==> config.mk <==
export PLATFORM = sky130hd
export DESIGN_NAME = ascon_round_ctrl
export DESIGN_NICKNAME = d
export VERILOG_FILES = /design/src/rtl/ascon_pkg.sv /design/src/rtl/ascon_down_counter.sv /design/src/rtl/ascon_round_ctrl.sv
export SDC_FILE = /design/constraint.sdc
export NUM_CORES = 1
export LEC_CHECK = 0
export BUFFER_PORTS_ARGS = -buffer_cell sky130_fd_sc_hd__buf_2
export CAP_MARGIN = 10
export CORE_AREA = 2 2 39 41
export CTS_CLUSTER_SIZE = 28
export DETAILED_ROUTE_END_ITERATION = 6
export DIE_AREA = 0 0 41 43
export PLACE_DENSITY_LB_ADDON = 0.25
export SETUP_SLACK_MARGIN = 0.4
export SLEW_MARGIN = 20
export SYNTH_ARGS = -nofsm -noshare
export SYNTH_HDL_FRONTEND = slang
export SYNTH_SLANG_ARGS = --single-unit
export TNS_END_PERCENT = 1
==> constraint.sdc <==
create_clock -name clk -period 1.45 [get_ports clk]
set_input_delay 0.0725 -clock clk [delete_from_list [all_inputs] [get_ports clk]]
set_output_delay 0.0725 -clock clk [all_outputs]
set_load 0.05 [all_outputs]
==> src/rtl/ascon_pkg.sv <==
// ascon_pkg -- shared types and helpers for the ASCON round controller.
//   ROUNDS_A_DEF / ROUNDS_B_DEF : default round counts for p^a / p^b
//   state_e                     : controller FSM states
//   round_const()               : ASCON round constant from remaining-rounds count
package ascon_pkg;

  localparam int ROUNDS_A_DEF = 12;
  localparam int ROUNDS_B_DEF = 8;

  typedef enum logic [1:0] {
    S_IDLE = 2'd0,
    S_RUN  = 2'd1,
    S_DONE = 2'd2
  } state_e;

  // Constant for the round with r rounds remaining: {r+3, 12-r}, each nibble mod 16.
  // r=12 -> 0xF0, r=8 -> 0xB4, r=1 -> 0x4B.
  function automatic logic [7:0] round_const(input logic [3:0] r);
    logic [3:0] hi;
    logic [3:0] lo;
    hi = r + 4'd3;
    lo = 4'd12 - r;
    return {hi, lo};
  endfunction

endpackage

==> src/rtl/ascon_down_counter.sv <==
// ascon_down_counter -- loadable saturating down counter.
//   clk        : clock, rising edge
//   rst_n      : asynchronous reset, active low, clears count
//   en_i       : counter update enable
//   load_i     : load load_val_i (wins over decrement when en_i high)
//   load_val_i : value to load
//   cnt_o      : current count
module ascon_down_counter #(
  parameter int WIDTH = 4
) (
  input  logic             clk,
  input  logic             rst_n,
  input  logic             en_i,
  input  logic             load_i,
  input  logic [WIDTH-1:0] load_val_i,
  output logic [WIDTH-1:0] cnt_o
);

  logic [WIDTH-1:0] r_cnt;

  always_ff @(posedge clk or negedge rst_n) begin
    if (!rst_n) begin
      r_cnt <= '0;
    end else if (en_i) begin
      if (load_i)
        r_cnt <= load_val_i;
      else if (r_cnt != '0)   // saturate at zero, never wrap
        r_cnt <= r_cnt - 1'b1;
    end
  end

  assign cnt_o = r_cnt;

endmodule

==> src/rtl/ascon_round_ctrl.sv <==
// ascon_round_ctrl -- sequences the rounds of an ASCON p^a / p^b permutation.
// Optional feature: define ASCON_ROUND_CTRL_ABORT_EN to add abort_i.
// Ports:
//   clk, rst                    : clock (rising), async active-high reset
//   start_valid_i/start_ready_o : permutation request handshake (ready only in IDLE)
//   rounds_sel_i                : 0 -> ROUNDS_A, 1 -> ROUNDS_B, sampled on start
//   round_en_o                  : apply one round this cycle
//   round_const_o               : round constant for current round (0 outside RUN)
//   round_idx_o                 : remaining rounds including current one
//   last_round_o                : current round is the final one
//   done_valid_o/done_ready_i   : completion handshake
//   busy_o                      : not IDLE
//   abort_i (optional)          : drop the current operation, return to IDLE
module ascon_round_ctrl
  import ascon_pkg::*;
#(
  parameter int CNT_W    = 4,
  parameter int ROUNDS_A = ROUNDS_A_DEF,
  parameter int ROUNDS_B = ROUNDS_B_DEF
) (
  input  logic             clk,
  input  logic             rst,
`ifdef ASCON_ROUND_CTRL_ABORT_EN
  input  logic             abort_i,
`endif
  input  logic             start_valid_i,
  output logic             start_ready_o,
  input  logic             rounds_sel_i,
  output logic             round_en_o,
  output logic [7:0]       round_const_o,
  output logic [CNT_W-1:0] round_idx_o,
  output logic             last_round_o,
  output logic             done_valid_o,
  input  logic             done_ready_i,
  output logic             busy_o
);

  state_e           r_state;
  logic [CNT_W-1:0] w_cnt;
  logic [CNT_W-1:0] w_sel_cnt;
  logic [CNT_W-1:0] w_load_val;
  logic             w_start_hs;
  logic             w_load;
  logic             w_en;
  logic             w_run;
  logic             w_last;

  assign w_run      = (r_state == S_RUN);
  assign w_start_hs = start_valid_i && (r_state == S_IDLE);
  assign w_sel_cnt  = rounds_sel_i ? CNT_W'(ROUNDS_B) : CNT_W'(ROUNDS_A);
  assign w_last     = w_run && (w_cnt == CNT_W'(1));

`ifdef ASCON_ROUND_CTRL_ABORT_EN
  logic w_abort;
  assign w_abort    = abort_i && (r_state != S_IDLE);
  // Abort reuses the load path to clear the counter in one cycle.
  assign w_load     = w_start_hs || w_abort;
  assign w_load_val = w_abort ? '0 : w_sel_cnt;
`else
  assign w_load     = w_start_hs;
  assign w_load_val = w_sel_cnt;
`endif

  assign w_en = w_load || w_run;

  ascon_down_counter #(.WIDTH(CNT_W)) u_cnt (
    .clk        (clk),
    .rst_n      (!rst),
    .en_i       (w_en),
    .load_i     (w_load),
    .load_val_i (w_load_val),
    .cnt_o      (w_cnt)
  );

  always_ff @(posedge clk or posedge rst) begin
    if (rst) begin
      r_state <= S_IDLE;
    end else begin
`ifdef ASCON_ROUND_CTRL_ABORT_EN
      if (w_abort) begin
        r_state <= S_IDLE;
      end else begin
`endif
        case (r_state)
          S_IDLE:  if (start_valid_i) r_state <= S_RUN;
          S_RUN:   if (w_last)        r_state <= S_DONE;
          S_DONE:  if (done_ready_i)  r_state <= S_IDLE;
          default:                    r_state <= S_IDLE;
        endcase
`ifdef ASCON_ROUND_CTRL_ABORT_EN
      end
`endif
    end
  end

  // All outputs are pure decodes of the state and counter registers.
  assign start_ready_o = (r_state == S_IDLE);
  assign busy_o        = (r_state != S_IDLE);
  assign done_valid_o  = (r_state == S_DONE);
  assign round_en_o    = w_run;
  assign last_round_o  = w_last;
  assign round_idx_o   = w_cnt;
  assign round_const_o = w_run ? round_const(4'(w_cnt)) : 8'h00;

endmodule

After elaboration in Yosys (flattened, before gate mapping)
Index checks and enable logic that the tools add are counted.
{ "op_classes": {"addsub": 3, "n_eq_ne": 6, "muxes": 8, "n_reduce_logical": 9} }
{ "ops": {"columns": ["cell", "n"], "rows": [
  ["two-way mux 4 bit", 2],
  ["two-way mux 8 bit", 1],
  ["two-way mux 2 bit", 3],
  ["case mux 2 bit (3 select lines)", 1],
  ["adder 4 x 2 -> 4 bit (second input constant)", 1],
  ["== test 4 x 1 -> 1 bit (second input constant)", 1],
  ["!= test 2 bit (second input constant)", 2],
  ["nonzero test 2 bit", 2],
  ["nonzero test 4 bit", 1],
  ["subtractor 4 x 1 -> 4 bit (second input constant)", 1],
  ["subtractor 4 bit (first input constant)", 1],
  ["two-way mux 3 bit", 1],
  ["AND reduction 3 bit", 1],
  ["== test 2 x 1 -> 1 bit (second input constant)", 1],
  ["== test 2 bit (second input constant)", 1],
  ["logical AND 1 bit", 2],
  ["logical NOT 2 bit", 1],
  ["!= test 2 x 1 -> 1 bit (second input constant)", 1],
  ["AND reduction 2 bit", 1],
  ["logical OR 1 bit", 1]
]} }
{ "word_totals": {"ff_bits": 6, "inputBits": 5, "out_inout_bits": 17} }

Logic depth before layout (Yosys ltp)
Gate-level depths: netlist of run 1.
{ "logic_depth": {"ltp_word": 4, "ltp_mapped": 5, "mapped_depth_nobuf": 5} }

Hierarchy
From an unflattened synthesis of run 1, not the netlist that was laid out.
{ "unflattened": {"cells_unflattened": 65, "area_unflattened_um2": 556.8} }
{ "modules_own_cells": {"columns": ["module", "instances", "cells_each", "area_each_um2"], "rows": [
  ["ascon_down_counter", 1, 29, 296.5],
  ["ascon_round_ctrl", 1, 36, 260.2]
]} }

Worst setup path before layout of run 1
Ideal clock, no wire load.
{ "synth_timing": {"kind": "register to output", "from": "register u_cnt.r_cnt[0], in the netlist u_cnt.cnt_o[0]", "to": "output round_const_o[6]", "t_arrival_ns": 1.917, "required_ns": 1.378, "setup_slack_ns": -0.539, "path_stages_with_launch": 5, "path_cell_list": "dfrtp_1 > inv_1 > ha_1 > xor2_1 > nor2_1"} }
{ "synth_between": {"elab_chain_len": 2} }
{ "synth_lines": {"columns": ["element", "line", "text"], "rows": [
  ["start: declaration", "ascon_down_counter.sv:19", "logic [WIDTH-1:0] r_cnt;"],
  ["start signal: assignment", "ascon_down_counter.sv:26", "r_cnt <= load_val_i;"],
  ["start signal: assignment", "ascon_down_counter.sv:28", "r_cnt <= r_cnt - 1'b1;"],
  ["adder 4 x 2 -> 4 bit", "ascon_pkg.sv:21", "hi = r + 4'd3;"],
  ["two-way mux 8 bit", "ascon_round_ctrl.sv:103", "assign round_const_o = w_run ? round_const(4'(w_cnt)) : 8'h00;"],
  ["end: declaration", "ascon_round_ctrl.sv:30", "output logic [7:0] round_const_o,"]
]} }
Every way passes these cells.

Final worst setup path of run 1
Ends and elaborated chain as after synthesis.

==> summary.txt, run 1 <==
non-filler cells, final = 104
WHS Path Cells = 3
Final Cycle Share = 0.971
CTS max path bufs = 2
nets = 98
Final Hold Violating Endpoints = 0
synth top area cells = dfrtp_1, ha_1, mux2i_1
vias in the first global route = 461
Clk pin slew, worst setup/hold paths = 0.05 ns
Compound-Gate Fraction of Synth Area = 0.124
Ports = 22
Yosys reg bits = 6
Worst Hold Class = input port to flip-flop
die height = 43 um
layout cells sized above 1 = 0.773
status = completed
Design Area, Final = 992 um^2
final setup fails = 0
CTS H-Tree Depth = 1
Synth Instances = 53
total grt overflow = 0
Post-Synth XOR/XNOR Area = 0.0590
hold_sp = done_ready_i
initial antenna violation count = 0
Post-Synth Simple-Gate Area = 0.242
largest family of logic cells by synthesized area = simple AND/OR/NAND/NOR gates
Starting Density = 0.322
Worst R2R Start = u_cnt.cnt_o[0]$_DFFE_PP0P_
first-pass GRT wire length = 1940 um
Via density = 4.83
setup TNS = 0 ns
total wire length = 1230 um
post-synth net total = 61
CP max FO = 5
CP Data Arrival Time = 1.33 ns
dpl cells = 92
clk root buf = clkbuf_4
Rows = 14
cts bufs inserted = 3
post-synthesis mux area share = 0.0674
WS Path Type = flip-flop to output port
Antenna diodes = 0
adder-cell share of the synthesized area = 0.0843
Cell Area, Synth = 445 um^2
DRC = 0
fmax = 711 MHz
TritonCTS clock tree = built
Final Core Density = 0.717
wire per inst = 11.8 um
Skew-Pair Late Insertion Delay = 0.25 ns
startpoint types = flip-flop
antenna viol nets, final = 0
Routability Congestion = 0.697
sequential fraction of the synthesis area = 0.337
Global Route Usage Sum = 0.162
Die X = 41 um
unique cell type count in the Yosys netlist = 23
die area = 0.00176 mm^2
crit path capture type = output port
Final Max Slew Viols = 0
Placed Area = 668 um^2
TritonRoute pass-1 iters = 2
# clock sinks = 6
cell taking the most area after synthesis = dfrtp_1
via count = 502
worst slew pin tran = 0.342 ns
Port Buffers = 21
core region area = 0.00138 mm^2
Layout area overhead = 123%
crit path from = u_cnt.cnt_o[0]$_DFFE_PP0P_
min Tclk post-route = 1.41 ns
hpwl dp = 843 um
YS warnings = 0
DR iter-0 viols = 6
largest net degree at the start of global routing = 8
CP required = 1.38 ns
Max-cap violations = 0
top-area cell type share of the netlist area = 0.337
clk_skew = 0.00313 ns
average cell area after synthesis = 8.40 um^2
unrepaired setup endpoints after global routing = yes
max_slew headroom = 0.766
worst-case reg-to-reg path depth = 6
-- worst max-delay path, cell delays in order, from the launching register on --
cell and delay (ns):
dfrtp_2 0.43, inv_4 0.07, ha_4 0.17, xor2_2 0.18, nor2_4 0.10, buf_8 0.15
-- synth_stat cells --
cell type and n:
xor2_1 1, a2111oi_0 1, or3b_4 1, o21ai_1 1, ha_1 3, inv_1 7, nand2b_2 1, mux2i_1 3
and2b_2 1, dfrtp_1 6, o32ai_1 1, and2_1 2, buf_2 1, clkbuf_1 1, a21oi_1 2, nor2_1 8
and3_1 2, nand2_1 3, a21o_1 2, xnor2_1 2, or3_1 2, a211oi_1 1, inv_2 1
-- repair_timing --
item,CTS,global route
gates resized for setup,23,47
setup endpoints to repair,20,23
endpoints found under the hold margin,6,0
hold buffers,1,0
pin swaps,3,8
setup buffers,8,0
cloned,0,0
-- flip-flops by register name, indices dropped and copies added (netlist names) --
name / count
r_state: 2
u_cnt.cnt_o: 4
-- metrics by stage --
stage	hold slack, ns	setup WS, ns
finish	0.0919	0.0427
global route	0.109	-0.0524
CTS	0.0910	0.0506
detailed placement	0.0114	0.0801
global placement	-0.00229	0.0958
floorplan	-0.137	0.0338
-- logic make-up (layout without fill, tap and decap cells) --
logic type                 after synthesis  after routing
AOI/OAI and AO/OA                        8              8
buffers and inverters                   10             45
muxes                                    3              3
xor gates and xnor gates                 3              3
DFF                                      6              6
and+or+nand+nor                         20             20
adders and majority gates                3              3
-- routing by layer --
layer	GRT usage	vias up	wire length [um]
met1	0.199	242	477
li1	-	247	-
met4	0.0400	0	4
met3	0.0785	2	54
met2	0.247	11	693
met5	0	-	0
-- placed cells by master (no fill, tap or decap) --
cell and count:
buf_4 10, buf_6 9, buf_8 9, nor2_4 6
inv_1 5, buf_2 5, dfrtp_2 4, mux2i_1 3
inv_4 3, clkbuf_4 3, nand2_1 2, nor2_2 2
a21o_1 2, and2_4 2, ha_4 2, dfrtp_1 2
or3b_4 1, nand2b_4 1, a21oi_4 1, a21oi_1 1
or3_4 1, a211oi_2 1, and2b_2 1, and3_4 1
xor2_2 1, o21ai_2 1, xnor2_2 1, xnor2_4 1
a2111oi_0 1, and3_1 1, o32ai_1 1, or3_1 1
nand2_2 1, ha_2 1, dlygate4sd3_1 1
-- area by class of cell --
| type | count | area, um^2 |
|---|---|---|
| Clock buffer | 3 | 22.5 |
| Fill cell | 101 | 392 |
| Inverter | 8 | 37.5 |
| Multi-Input combinational cell | 37 | 410 |
| Sequential cell | 6 | 155 |
| Tap cell | 16 | 20.0 |
| Timing Repair Buffer | 34 | 347 |
-- final timing paths --
kind / endpoint / slack (ns)
max: round_const_o[6] / 0.04
min: r_state[1]$_DFFE_PP0P_ / 0.09
max reg2reg: u_cnt.cnt_o[2]$_DFFE_PP0P_ / 0.05
min reg2reg: u_cnt.cnt_o[3]$_DFFE_PP0P_ / 0.57
max in group asynchronous: u_cnt.cnt_o[0]$_DFFE_PP0P_ / 0.94
min in group asynchronous: r_state[0]$_DFFE_PP0P_ / 0.28
Power of run 1 is left out: the tool's default activity adds up to more than one toggle a clock period on the data nets, which glitch-free logic cannot reach.
==> run 2, diff against run 1 <==
--- a/config.mk
+++ b/config.mk
@@ -11,6 +11,7 @@
 export CTS_CLUSTER_SIZE = 28
 export DETAILED_ROUTE_END_ITERATION = 6
 export DIE_AREA = 0 0 41 43
+export GPL_TIMING_DRIVEN = 0
 export PLACE_DENSITY_LB_ADDON = 0.25
 export SETUP_SLACK_MARGIN = 0.4
 export SLEW_MARGIN = 20
==> summary.txt, run 2 (synthesis results as in run 1) <==
# clock sinks = 6 (unchanged)
Port Buffers = 21 (unchanged)
Placed Area = 654 um^2 (was 668 um^2)
clk root buf = clkbuf_4 (unchanged)
clk_skew = 0.0109 ns (was 0.00313 ns)
startpoint types = flip-flop (unchanged)
die area = 0.00176 mm^2 (unchanged)
initial antenna violation count = 0 (unchanged)
Final Max Slew Viols = 0 (unchanged)
cts bufs inserted = 3 (unchanged)
TritonRoute pass-1 iters = 1 (was 2)
Die X = 41 um (unchanged)
largest net degree at the start of global routing = 11 (was 8)
TritonCTS clock tree = built (unchanged)
CTS H-Tree Depth = 1 (unchanged)
crit path capture type = output port (unchanged)
min Tclk post-route = 1.43 ns (was 1.41 ns)
DRC = 0 (unchanged)
fmax = 699 MHz (was 711 MHz)
Ports = 22 (unchanged)
antenna viol nets, final = 0 (unchanged)
dpl cells = 90 (was 92)
CP required = 1.38 ns (about the same)
die height = 43 um (unchanged)
Rows = 14 (unchanged)
first-pass GRT wire length = 1870 um (was 1940 um)
CP Data Arrival Time = 1.36 ns (was 1.33 ns)
Final Hold Violating Endpoints = 0 (unchanged)
max_slew headroom = 0.769 (was 0.766)
Worst Hold Class = input port to flip-flop (unchanged)
via count = 471 (was 502)
commonest cells after routing, fill and taps aside = buf_6, buf_8, nor2_4, buf_2, inv_1 (was buf_4, buf_6, buf_8)
Clk pin slew, worst setup/hold paths = 0.06 ns (was 0.05 ns)
worst slew pin tran = 0.338 ns (was 0.342 ns)
vias in the first global route = 471 (was 461)
DR iter-0 viols = 0 (was 6)
Max-cap violations = 0 (unchanged)
final hold slack = 0.0912 ns (was 0.0919 ns)
commonest non-fill, non-tap cell in the layout = buf_6 (was buf_4)
total grt overflow = 0 (unchanged)
Setup WS pre-CTS = -0.0358 ns (was 0.0801 ns)
worst setup margin = 0.0184 ns (was 0.0427 ns)
Final Cycle Share = 0.987 (was 0.971)
number of flip-flops under the largest register name = 4 (unchanged)
FILL cells = 106 (was 101)
layout cells sized above 1 = 0.729 (was 0.773)
Design Area, Final = 947 um^2 (was 992 um^2)
nets = 94 (was 98)
status = completed (unchanged)
non-filler cells, final = 101 (was 104)
Antenna diodes = 0 (unchanged)
CTS max path bufs = 2 (unchanged)
Skew-Pair Late Insertion Delay = 0.25 ns (about the same)
Layout area overhead = 113% (was 123%)
unrepaired setup endpoints after global routing = yes (unchanged)
total wire length = 1220 um (was 1230 um)
hpwl dp = 765 um (was 843 um)
Via density = 4.66 (was 4.83)
Global Route Usage Sum = 0.156 (was 0.162)
WS Path Type = flip-flop to output port (unchanged)
WHS Path Cells = 3 (unchanged)
CP max FO = 4 (was 5)
worst-case reg-to-reg path depth = 3 (was 6)
final setup fails = 0 (unchanged)
wire per inst = 12.1 um (was 11.8 um)
Starting Density = 0.322 (unchanged)
Routability Congestion = 0.690 (was 0.697)
core region area = 0.00138 mm^2 (unchanged)
## run 2: final cells by class
type	instances	area, um^2	share of cell area
tap	16	20.0	0.0211
multi-input combinational	37	384	0.406
inverter	8	37.5	0.0396
timing repair buffer	28	288	0.304
sequential	6	155	0.164
clock buffer	4	26.3	0.0277
buffer	2	36.3	0.0383
## run 2: per-layer routing
metal  GRT usage  up-vias  share of wire
met5           0        -              0
met2       0.259       12           0.54
met1       0.184      224           0.41
met4           0        0              0
li1            -      235              -
met3      0.0785        0          0.047
## run 2: final timing paths
check	from	slack [ns]	to
min in group asynchronous	rst	0.27	u_cnt.cnt_o[1]$_DFFE_PP0P_
worst min-delay path	done_ready_i	0.09	r_state[1]$_DFFE_PP0P_
worst min register to register	u_cnt.cnt_o[3]$_DFFE_PP0P_	0.58	u_cnt.cnt_o[3]$_DFFE_PP0P_
worst max register to register	r_state[0]$_DFFE_PP0P_	0.07	u_cnt.cnt_o[2]$_DFFE_PP0P_
max in group asynchronous	rst	0.95	u_cnt.cnt_o[0]$_DFFE_PP0P_
worst max-delay path	u_cnt.cnt_o[1]$_DFFE_PP0P_	0.02	round_const_o[6]
## run 2: per-stage QoR
step,utilization,TNS (ns)
final,0.684,0
after global routing,0.684,-0.0402
after CTS,0.610,0
after detailed placement,0.473,-0.0728
after global placement,0.473,-0.0268
after floorplan,-,0
## run 2: worst max-delay path: stages (launching register included)
cell and delay [ns]:
dfrtp_2 0.42, inv_4 0.07, ha_4 0.17, xor2_2 0.19, nor2_4 0.11, buf_8 0.15
## run 2: repair_timing
action,4_1_cts,5_1_grt
hold endpoints to repair,6,0
setup buffers,6,0
gates resized for setup,27,35
pin swaps,2,9
hold buffers,1,0
endpoints found under the setup margin,20,22
Power of run 2 is left out for the same reason.
